[src/rtl/cvxif_copro_responder.sv]
// CV-X-IF coprocessor responder: decodes custom-0 ops, buffers them in
// issue order, and returns committed results with valid/ready backpressure.
module cvxif_copro_responder #(
  parameter int unsigned XLEN      = 32,
  parameter int unsigned IdWidth   = 4,
  parameter int unsigned NrEntries = 4
) (
  input  logic               clk_i,
  input  logic               rst_i,
  input  logic               issue_valid_i,
  output logic               issue_ready_o,
  input  logic [31:0]        issue_instr_i,
  input  logic [IdWidth-1:0] issue_id_i,
  input  logic [XLEN-1:0]    issue_rs1_i,
  input  logic [XLEN-1:0]    issue_rs2_i,
  output logic               issue_accept_o,
  output logic               issue_writeback_o,
  input  logic               commit_valid_i,
  input  logic [IdWidth-1:0] commit_id_i,
  input  logic               commit_kill_i,
  output logic               result_valid_o,
  input  logic               result_ready_i,
  output logic [IdWidth-1:0] result_id_o,
  output logic [XLEN-1:0]    result_data_o,
  output logic [4:0]         result_rd_o,
  output logic               result_we_o
);

  localparam int unsigned PW = (NrEntries > 1) ? $clog2(NrEntries) : 1;
  localparam int unsigned CW = $clog2(NrEntries + 1);
  localparam logic [CW-1:0] Depth = CW'(NrEntries);

  logic [NrEntries-1:0] vld_q, vld_d;
  logic [NrEntries-1:0] cmt_q, cmt_d;
  logic [NrEntries-1:0] kil_q, kil_d;
  logic [NrEntries-1:0] we_q, we_d;
  logic [IdWidth-1:0]   id_q  [NrEntries];
  logic [IdWidth-1:0]   id_d  [NrEntries];
  logic [4:0]           rd_q  [NrEntries];
  logic [4:0]           rd_d  [NrEntries];
  logic [XLEN-1:0]      dat_q [NrEntries];
  logic [XLEN-1:0]      dat_d [NrEntries];
  logic [PW-1:0]        rptr_q, rptr_d;
  logic [PW-1:0]        wptr_q, wptr_d;
  logic [CW-1:0]        cnt_q, cnt_d;

  logic            dec_acc;
  logic            dec_we;
  logic [XLEN-1:0] dec_data;
  logic            push;
  logic            pop;
  logic            hit;
  logic            head_done;
  logic            res_vld;
  logic            unused_instr;

  assign unused_instr = ^issue_instr_i[31:15];

  always_comb begin
    dec_acc  = 1'b0;
    dec_we   = 1'b0;
    dec_data = '0;
    if (issue_instr_i[6:0] == 7'b0001011) begin
      unique case (issue_instr_i[14:12])
        3'b000: begin
          dec_acc  = 1'b1;
          dec_we   = 1'b1;
          dec_data = issue_rs1_i + issue_rs2_i;
        end
        3'b001: begin
          dec_acc  = 1'b1;
          dec_we   = 1'b1;
          dec_data = issue_rs1_i - issue_rs2_i;
        end
        3'b010: begin
          dec_acc  = 1'b1;
          dec_we   = 1'b1;
          dec_data = issue_rs1_i ^ issue_rs2_i;
        end
        3'b011: dec_acc = 1'b1;
        default: dec_acc = 1'b0;
      endcase
    end
  end

  // Ready looks at the registered count only: no pop-to-push bypass.
  assign issue_ready_o     = !rst_i && (cnt_q < Depth);
  assign issue_accept_o    = !rst_i && issue_valid_i && dec_acc;
  assign issue_writeback_o = !rst_i && issue_valid_i && dec_we;

  assign push = issue_valid_i && issue_ready_o && dec_acc;
  assign hit  = commit_valid_i && (commit_id_i == issue_id_i);

  assign head_done = vld_q[rptr_q] && cmt_q[rptr_q];
  assign res_vld   = !rst_i && head_done && !kil_q[rptr_q];
  assign pop       = !rst_i && head_done
                   && (kil_q[rptr_q] || result_ready_i);

  assign result_valid_o = res_vld;
  assign result_id_o    = res_vld ? id_q[rptr_q]  : '0;
  assign result_data_o  = res_vld ? dat_q[rptr_q] : '0;
  assign result_rd_o    = res_vld ? rd_q[rptr_q]  : '0;
  assign result_we_o    = res_vld && we_q[rptr_q];

  always_comb begin
    vld_d  = vld_q;
    cmt_d  = cmt_q;
    kil_d  = kil_q;
    we_d   = we_q;
    id_d   = id_q;
    rd_d   = rd_q;
    dat_d  = dat_q;
    rptr_d = rptr_q;
    wptr_d = wptr_q;
    cnt_d  = cnt_q;
    if (commit_valid_i) begin
      for (int i = 0; i < NrEntries; i++) begin
        if (vld_q[i] && id_q[i] == commit_id_i) begin
          cmt_d[i] = 1'b1;
          kil_d[i] = commit_kill_i;
        end
      end
    end
    if (pop) begin
      vld_d[rptr_q] = 1'b0;
      rptr_d        = rptr_q + PW'(1);
    end
    if (push) begin
      vld_d[wptr_q] = 1'b1;
      cmt_d[wptr_q] = hit;
      kil_d[wptr_q] = hit && commit_kill_i;
      we_d[wptr_q]  = dec_we;
      id_d[wptr_q]  = issue_id_i;
      rd_d[wptr_q]  = issue_instr_i[11:7];
      dat_d[wptr_q] = dec_data;
      wptr_d        = wptr_q + PW'(1);
    end
    if (push && !pop) begin
      cnt_d = cnt_q + CW'(1);
    end else if (pop && !push) begin
      cnt_d = cnt_q - CW'(1);
    end
  end

  always_ff @(posedge clk_i) begin
    if (rst_i) begin
      vld_q  <= '0;
      cmt_q  <= '0;
      kil_q  <= '0;
      we_q   <= '0;
      rptr_q <= '0;
      wptr_q <= '0;
      cnt_q  <= '0;
      for (int i = 0; i < NrEntries; i++) begin
        id_q[i]  <= '0;
        rd_q[i]  <= '0;
        dat_q[i] <= '0;
      end
    end else begin
      vld_q  <= vld_d;
      cmt_q  <= cmt_d;
      kil_q  <= kil_d;
      we_q   <= we_d;
      rptr_q <= rptr_d;
      wptr_q <= wptr_d;
      cnt_q  <= cnt_d;
      id_q   <= id_d;
      rd_q   <= rd_d;
      dat_q  <= dat_d;
    end
  end

endmodule

[config.mk]
export PLATFORM = sky130hd
export DESIGN_NAME = cvxif_copro_responder
export DESIGN_NICKNAME = d
export VERILOG_FILES = /design/src/rtl/cvxif_copro_responder.sv
export SDC_FILE = /design/constraint.sdc
export NUM_CORES = 1
export LEC_CHECK = 0
export BUFFER_PORTS_ARGS = -buffer_cell sky130_fd_sc_hd__buf_2
export CORE_AREA = 2 2 200 202
export CTS_CLUSTER_DIAMETER = 50
export DETAILED_ROUTE_END_ITERATION = 7
export DIE_AREA = 0 0 202 204
export PLACE_DENSITY_LB_ADDON = 0.08
export SKIP_CTS_REPAIR_TIMING = 1
export SLEW_MARGIN = 5
export SYNTH_ARGS = -nofsm -noshare
export SYNTH_HDL_FRONTEND = slang
export SYNTH_SLANG_ARGS = --single-unit
[constraint.sdc]
create_clock -name clk_i -period 8.8 [get_ports clk_i]
set_input_delay 0.44 -clock clk_i [delete_from_list [all_inputs] [get_ports clk_i]]
set_output_delay 0.44 -clock clk_i [all_outputs]
set_load 0.1 [all_outputs]
==> results.cfg, run 1 <==
[logic_synthesis]
synth_area_sq_um = 11500
ys_ff_latch = 187
yosysWarningCount = 0
async_reset_ff_share_pct = 0
yosysUniqueCellTypes = 66
syn-num-nets = 1554
ys_seq_area_share_pct = 32.5
synth_edf_count = 0
synth_common_cells = nand2_1 (191), dfxtp_1 (187), nor2_1 (165)
synth_top_area_share_pct = 32.5
yosysTopAreaCell = dfxtp_1
syn_area_per_cell_sq_um = 8.23
synth_ff_type = dfxtp_1
synth_most_common_cell = nand2_1
ys_top_cells_by_area = dfxtp_1 (32%), mux4_2 (8.4%), nand2_1 (6.2%), a21oi_1 (5.7%), nor2_1 (5.4%)
syn_inst = 1401

[status]
outcome = complete, no violations

[clock_network]
cts_tree = built
cts_root_buf = clkbuf_16
cts_buffers = 17
clk_path_buf_depth = 2
clk_pin_slew_ps = 80
clkLatencyLatePin_ps = 450
cts.sinks = 187
htree_levels = 4

[finish]
fillers = 4196
drive_gt1_share_pct = 16.7
syn_to_final_growth_pct = 15.5
layout.nets = 1632
fin_cells = 2017
antenna_cells_inserted = 0
fin_area_sq_um = 13300

[global_route]
grt_pass1_vias = 10200
grt-ovfl-total = 0
grt_use_total_pct = 19.1
antenna_found_initial = 0
grt_max_degree = 81
grt_pass1_wl_microns = 60800

[die]
die-area_sq_um = 41200
core_sq_um = 39200
dieHeight_microns = 204
ios = 156
start_util_pct = 29.4
fp-row-count = 73
die_w_microns = 202

[route]
wl_per_cell_microns = 19.4
vias = 10400
via_per_inst = 5.16
drtIter0Drc = 538
drt_first_pass_iters = 4
wl_microns = 39100
postRouteAntennaNets = 0
remaining_drc_errors = 0

[critical_path]
cp.arrival_ps = 5210
crit_type = in -> reg
required_ps = 9120
cp-start-kind = primary input
crit_path_end_kind = flop
path_max_fanout = 9

[sta]
min_period_ps = 4890
worstMarginPinSlew_ps = 1060
fmax_mhz = 204
skew_ps = 11.5
setup_viol = 0
period_share_pct = 55.6
tns_ps = 0
holdWs_ps = 258
slew_headroom_pct = 29.1
slew_viol_final = 0
finalHoldViolations = 0
rsz0062_at_grt = no

[placement]
place_area_sq_um = 12700
post-place-cells = 1985
post-dp-hpwl_microns = 27600
place_congestion = 0.851
port_buffers = 138

[run]
max_cap_violations = 0

[pwr]
pwr_density_cell_nw_per_um2 = 152
ir_drop_mv = 0.123
power.leakage_nw = 4.71

[min_path]
hp-class = in -> reg
stage by stage:
stage	setup slack [ps]	power, mW	utilization (%)
floorplan	4540	1.07	-
global placement	3400	1.18	32.3
detailed placement	3430	1.17	32.3
CTS	3910	2.05	34.0
global route	3530	2.11	34.0
finish	3910	2.02	34.0
layout make-up:
type,instances,area [sq um],area share (%)
Tap cell,525,657,4.93
Clock inverter,14,231,1.74
Timing Repair Buffer,155,825,6.19
Sequential cell,187,3750,28.2
Clock buffer,18,429,3.22
Multi-Input combinational cell,1095,7340,55.1
Inverter,23,86.3,0.648
critical path, stage by stage:
cell	delay, ps
buf_2	130
nor4_1	310
nand2_1	200
or4_1	680
nor4_1	680
a21oi_1	190
xnor2_1	160
ha_1	430
and4_1	310
nand3_1	150
nor2_1	280
nand4_1	130
a21oi_1	270
o21ai_0	140
a32oi_1	550
o21ai_0	140
placed cells by master, fill, tap and decap left out, drive strengths merged, types with 5 or more instances in the layout:
cell / synthesis / routed
a211o: 5 / 5
a211oi: 58 / 58
a21o: 21 / 21
a21oi: 132 / 132
a22oi: 10 / 10
a311oi: 7 / 7
a31oi: 10 / 10
a32oi: 5 / 5
and2: 13 / 13
buf: 17 / 155
clkbuf: 79 / 18
dfxtp: 187 / 187
ha: 41 / 41
inv: 23 / 28
mux2i: 13 / 13
mux4: 43 / 43
nand2: 191 / 191
nand2b: 10 / 10
nand3: 14 / 14
nand3b: 21 / 21
nand4: 8 / 8
nor2: 165 / 165
nor2b: 48 / 48
nor3: 25 / 25
nor3b: 7 / 7
nor4: 7 / 7
o211ai: 9 / 9
o21a: 6 / 6
o21ai: 51 / 51
o22ai: 5 / 5
o31a: 6 / 6
o31ai: 15 / 15
or2: 5 / 5
or3: 6 / 6
or4: 7 / 7
xnor2: 37 / 37
xor2: 53 / 53
logic make-up (layout without fill, tap and decap cells):
group | after synthesis | in the layout | share of synthesized area, %
buf+inv | 119 | 210 | 3.95
fa+ha+maj | 43 | 43 | 4.80
xor+xnor | 90 | 90 | 6.84
compound gates | 368 | 368 | 20.5
mux | 56 | 56 | 9.53
flops | 187 | 187 | 32.5
simple gates | 538 | 538 | 21.9
registers in the layout, summed over array words and instances, names as in the netlist:
signal	flops
dat_q	128
we_q	4
id_q	16
cnt_q	3
vld_q	4
kil_q	4
rptr_q	2
rd_q	20
cmt_q	4
wptr_q	2
per-layer routing:
metal / track usage (%) / share of wire [%]
met5: 0 / 0
met2: 31.4 / 46
met3: 2.84 / 4.4
met4: 5.46 / 1.7
met1: 26.1 / 48
report_power, final:
group	internal (mW)	switching (mW)	total, mW
sequential	0.845	0.000101	0.845
clock	0.489	0.376	0.865
combinational	0.118	0.194	0.312
total	1.45	0.570	2.02
path summary, 6_finish.rpt:
check | startpoint | endpoint | slack, ps | depth (start not counted)
hold / removal | issue_instr_i[10] | rd_q[8] | 260 | 3
hold reg to reg | dat_q[39] | dat_q[39] | 450 | 2
setup / recovery | issue_rs2_i[4] | dat_q[94] | 3910 | 16
setup reg to reg | rptr_q[0] | cnt_q[2] | 5190 | 12
Note: power is estimated with default switching activity, not from simulation.
==> run 2, diff against run 1 <==
Clock period 8.8 ns to 5 ns, I/O delays scaled along.
==> run 2 against run 1 <==
Against the previous run: critical path depth up 1; clock power grew 50%; register-to-register slack got worse by 3000 ps; non-clock buffer count grew 18; largest power group is now sequential cells.
==> results.cfg, run 2 (same netlist as run 1, synthesis figures left out) <==
[placement]
place_area_sq_um = 12800
post-dp-hpwl_microns = 28400
place_congestion = 0.899
port_buffers = 138
post-place-cells = 2003
pre_cts_slack_ps = 272

[sta]
skew_ps = 11.7
finalHoldViolations = 0
fmax_mhz = 235
period_share_pct = 85.0
rsz0062_at_grt = no
slew_viol_final = 0
fin_ws_ps = 748
worstMarginPinSlew_ps = 1050
slew_headroom_pct = 29.7
tns_ps = 0
setup_viol = 0
min_period_ps = 4250

[die]
start_util_pct = 29.4
die_w_microns = 202
dieHeight_microns = 204
fp-row-count = 73
die-area_sq_um = 41200
core_sq_um = 39200
ios = 156

[pwr]
internal_power_mw = 2.37
seq_power_share_pct = 44.4
swShare_pct = 29.4
ir_drop_mv = 0.203
pwr_density_cell_nw_per_um2 = 251
combPwrFrac_pct = 16.8
p_sw_mw = 0.986
finalPower_mw = 3.35
power.leakage_nw = 4.77
clkPwrFrac_pct = 38.8

[finish]
largest_reg_flops = 128
seq_area_sq_um = 3750
fin_area_sq_um = 13400
syn_to_final_growth_pct = 16.0
layout.nets = 1650
regMostFlops = dat_q
final_common_cell = nand2_1
final_cell_mix = nand2_1 (191), dfxtp_1 (185), nor2_1 (165), buf_2 (137), a21oi_1 (131)
fin_cells = 2036
multi_input_area_sq_um = 7340
fillers = 4185
top_regs = dat_q (128), rd_q (20), id_q (16)
drive_gt1_share_pct = 17.7

[global_route]
grt_pass1_vias = 10500
grt_pass1_wl_microns = 61800
grt-ovfl-total = 0
grt_use_total_pct = 19.3
grt_max_degree = 90
antenna_found_initial = 1

[min_path]
hp-class = in -> reg

[clock_network]
clkLatencyLatePin_ps = 450
clk_path_buf_depth = 2
cts_root_buf = clkbuf_16
htree_levels = 4
clk_pin_slew_ps = 70
cts_buffers = 17
cts_tree = built
cts.sinks = 187

[critical_path]
crit_path_end_kind = flop
cp.arrival_ps = 4560
r2r_cells = 9
required_ps = 5310
rr_endpoint = cnt_q[2]
setup.worst_path.start = issue_rs2_i[4]
r2r_start = rptr_q[0]
r2r_setup_slack_ps = 2210
crit_end = dat_q[91]
cp-start-kind = primary input
crit_type = in -> reg
path_max_fanout = 8

[status]
outcome = complete, no violations

[route]
via_per_inst = 5.15
wl_microns = 39600
wl_per_cell_microns = 19.5
remaining_drc_errors = 0
drt_first_pass_iters = 5
postRouteAntennaNets = 0
vias = 10500
drtIter0Drc = 546

[run]
max_cap_violations = 0
[run 2: cell types whose count changed in the layout (fill, tap and decap cells not counted), moves of 2 or more]
| cell | previous run | this run |
|---|---|---|
| buf_4 | 17 | 33 |
| clkinv_2 | 0 | 5 |
| bufinv_16 | 4 | 0 |
| buf_12 | 0 | 2 |
| clkinv_8 | 3 | 1 |
[run 2: layout make-up]
type                            count  share of cell area (%)
Multi-Input combinational cell   1095                    54.9
Sequential cell                   187                    28.0
Timing Repair Buffer              173                    7.36
Tap cell                          525                    4.91
Clock buffer                       18                    3.28
Clock inverter                     14                   0.842
Inverter                           23                   0.646
Antenna cell                        1                  0.0187
[run 2: layer usage]
| metal | vias to the layer above | track usage [%] | wire [microns] |
|---|---|---|---|
| li1 | 5206 | - | - |
| met1 | 5001 | 26.4 | 19200 |
| met2 | 241 | 31.4 | 18000 |
| met3 | 45 | 2.97 | 1560 |
| met4 | 0 | 5.86 | 875 |
| met5 | - | 0 | 0 |
[run 2: critical path, stage by stage]
cell,delay (ps)
buf_2,130
nor4_1,330
nor4b_2,430
nand2_1,220
nor2_1,220
nand3b_1,140
o41ai_1,370
xor2_1,130
ha_1,470
nand2_1,140
nor2_1,290
inv_1,110
a211oi_1,500
o21ai_0,290
nand4_1,160
o311a_1,270
o21ai_0,100
[run 2: power groups by stage]
| stage | combinational, mW | clock (mW) | sequential, mW |
|---|---|---|---|
| 3_3_place_gp | 0.560 | 0 | 1.52 |
| 4_1_cts | 0.560 | 1.34 | 1.49 |
| 5_1_grt | 0.618 | 1.40 | 1.49 |
| 6_report | 0.562 | 1.30 | 1.49 |
| 2_1_floorplan | 0.365 | 0 | 1.52 |
| 3_5_place_dp | 0.558 | 0 | 1.52 |
[run 2: worst min-delay path by stage]
stage                     cells past startpoint  slack (ps)         startpoint        to
after floorplan                               2         390      issue_id_i[0]   id_q[0]
after global placement                        2         440           dat_q[2]  dat_q[2]
after detailed placement                      2         440            rd_q[9]   rd_q[9]
after CTS                                     3          50   issue_instr_i[8]   rd_q[1]
after global routing                          3          60  issue_instr_i[10]   rd_q[3]
final                                         3          80  issue_instr_i[10]   rd_q[3]
[run 2: through the flow]
stage,utilization [%],hold slack (ps)
finish,34.1,75.9
global route,34.1,63.2
CTS,34.1,49.3
detailed placement,32.7,445
global placement,32.7,437
floorplan,-,390
==> run 3, diff against run 2 <==
Settings changed: ABC_AREA set to 1, CORE_AREA 2 2 200 202 to 2 2 204 206, DIE_AREA 0 0 202 204 to 0 0 206 208, SLEW_MARGIN 5 to 20.
==> run 3 against run 2 <==
Against the previous run: first-iteration DRC count increased by 27%; non-clock buffer count is 18 lower; via count up 18%; critical path depth grew 6; fmax increased by 17%; synthesized cell count rose by 36%; sequential share of layout area shrank 0.88 points; flip-flop and latch count unchanged; final area up 3.2%; largest cell class unchanged.
==> results.cfg, run 3 <==
[status]
outcome = complete, no violations

[logic_synthesis]
async_reset_ff_share_pct = 0
synth_top_area_share_pct = 31.2
synth_area_sq_um = 12000
syn_inst = 1902
syn_area_per_cell_sq_um = 6.31
synth_most_common_cell = nand2_1
yosysTopAreaCell = dfxtp_1
synth_edf_count = 0
synth_ff_type = dfxtp_1
synth_common_cells = nand2_1 (393), a21oi_1 (273), nor2_1 (250)
ys_seq_area_share_pct = 31.2
syn-num-nets = 2055
ys_top_cells_by_area = dfxtp_1 (31%), nand2_1 (12%), a21oi_1 (11%), o21ai_0 (10%), nor2_1 (7.8%)
yosysUniqueCellTypes = 41
ys_ff_latch = 187
yosysWarningCount = 0

[route]
vias = 12400
drt_first_pass_iters = 5
postRouteAntennaNets = 0
wl_microns = 43100
remaining_drc_errors = 0
drtIter0Drc = 694
via_per_inst = 4.89
wl_per_cell_microns = 17.1

[finish]
regMostFlops = dat_q
final_cell_mix = nand2_1 (393), a21oi_1 (273), nor2_1 (250), o21ai_0 (246), dfxtp_1 (185)
antenna_cells_inserted = 0
fin_cells = 2528
top_regs = dat_q (128), rd_q (20), id_q (16)
drive_gt1_share_pct = 10.6
fin_util_pct = 34.0
final_common_cell = nand2_1
layout.nets = 2136
syn_to_final_growth_pct = 15.0
largest_reg_flops = 128

[clock_network]
cts.sinks = 187
cts_root_buf = clkbuf_16
clkLatencyLatePin_ps = 430
cts_buffers = 17
htree_levels = 4
clk_pin_slew_ps = 70
cts_tree = built
clk_path_buf_depth = 2

[global_route]
grt_pass1_vias = 11800
grt_use_total_pct = 20.4
grt-ovfl-total = 0
grt_max_degree = 110
grt_pass1_wl_microns = 68400
use_met3_pct = 2.41
use_met2_pct = 33.1
grt.busiest_layer = met2
antenna_found_initial = 0
grt.met1_usage_pct = 29.3

[pwr]
pwr_density_cell_nw_per_um2 = 267
ir_drop_mv = 0.197
power.leakage_nw = 5.93

[die]
die_w_microns = 206
dieHeight_microns = 208
start_util_pct = 29.6
core_sq_um = 40600
ios = 156
fp-row-count = 74
die-area_sq_um = 42800

[placement]
post-dp-hpwl_microns = 30600
place_congestion = 0.863
post-place-cells = 2496
port_buffers = 138

[critical_path]
r2r_setup_slack_ps = 1860
crit_path_end_kind = flop
crit_end = dat_q[26]
cp.arrival_ps = 3930
required_ps = 5290
crit_type = in -> reg
r2r_cells = 13
path_max_fanout = 5
setup.worst_path.start = issue_rs2_i[1]
cp-start-kind = primary input
rr_endpoint = cnt_q[2]
r2r_start = rptr_q[0]

[sta]
worstMarginPinSlew_ps = 1080
tns_ps = 0
slew_viol_final = 0
skew_ps = 8.42
slew_headroom_pct = 27.7
fmax_mhz = 274
setup_viol = 0
period_share_pct = 72.9
rsz0062_at_grt = no
min_period_ps = 3650
finalHoldViolations = 0

[run]
max_cap_violations = 0

[min_path]
hp-start = issue_instr_i[11]
hp-class = in -> reg
## run 3: cell count changes after synthesis, sizes merged, moves of 56 or more
cell,before,now
a211oi,58,2
a21oi,132,273
inv,23,183
nand2,191,394
nor2,165,257
o21ai,51,257
## run 3: layout make-up
type / count / area (sq um)
fill: 4530 / 26800
multi-input combinational: 1436 / 7160
sequential: 187 / 3750
timing repair buffer: 155 / 848
inverter: 186 / 699
tap: 532 / 666
clock buffer: 21 / 460
clock inverter: 11 / 215
## run 3: how the worst min path moves through the flow
stage                     endpoint  slack [ps]  cells past startpoint
after floorplan            id_q[3]         400                      2
after global placement     we_q[0]         440                      2
after detailed placement   rd_q[3]         450                      2
after CTS                 rd_q[14]          80                      3
after global routing      rd_q[19]          90                      3
final                      rd_q[9]         100                      3
## run 3: routing by layer
metal	part of all wire, %	wire length [microns]
met1	50	21500
met5	0	0
met3	3.7	1580
met2	46	19600
met4	1.0	447
## run 3: cell families after synthesis
group                    after synthesis  synth area share [%]
AO/OA/AOI/OAI                        562                  24.0
flip-flops                           187                  31.2
buffers and inverters                279                  9.19
XOR/XNOR                              68                  4.96
adder cells (fa/ha/maj)               43                  4.61
AND/OR/NAND/NOR                      763                  26.0
## run 3: metrics by stage
| step | hold WS (ps) | area (sq um) | power (mW) | setup WS [ps] |
|---|---|---|---|---|
| floorplan | 398 | 12000 | 1.93 | 291 |
| global placement | 444 | 13100 | 2.14 | 923 |
| detailed placement | 452 | 13100 | 2.14 | 940 |
| CTS | 82.4 | 13800 | 3.72 | 1330 |
| global route | 86.6 | 13800 | 3.86 | 908 |
| finish | 101 | 13800 | 3.68 | 1350 |
## run 3: power by group
part / internal, mW / total (mW) / switching (mW) / leakage, nW
sequential: 1.49 / 1.49 / 0.000255 / 1.51
combinational: 0.207 / 0.616 / 0.409 / 4.11
clock: 0.965 / 1.58 / 0.610 / 0.316
## run 3: worst max-delay path: stages
cell and delay, ps:
buf_2 120, inv_1 80, ha_1 170, nand2_1 110, nor2_1 170, nand2_1 100, nor2_1 280, nand3_1 210
nor3_1 350, nor2_1 100, xor2_1 170, ha_1 390, nand2_1 110, nor2_1 280, nand2_1 130, nor4_1 190
nand2_1 160, nand2_1 100, nand2_1 50, nand3_1 60, nand2_1 80, nand2_1 140, a21oi_1 120
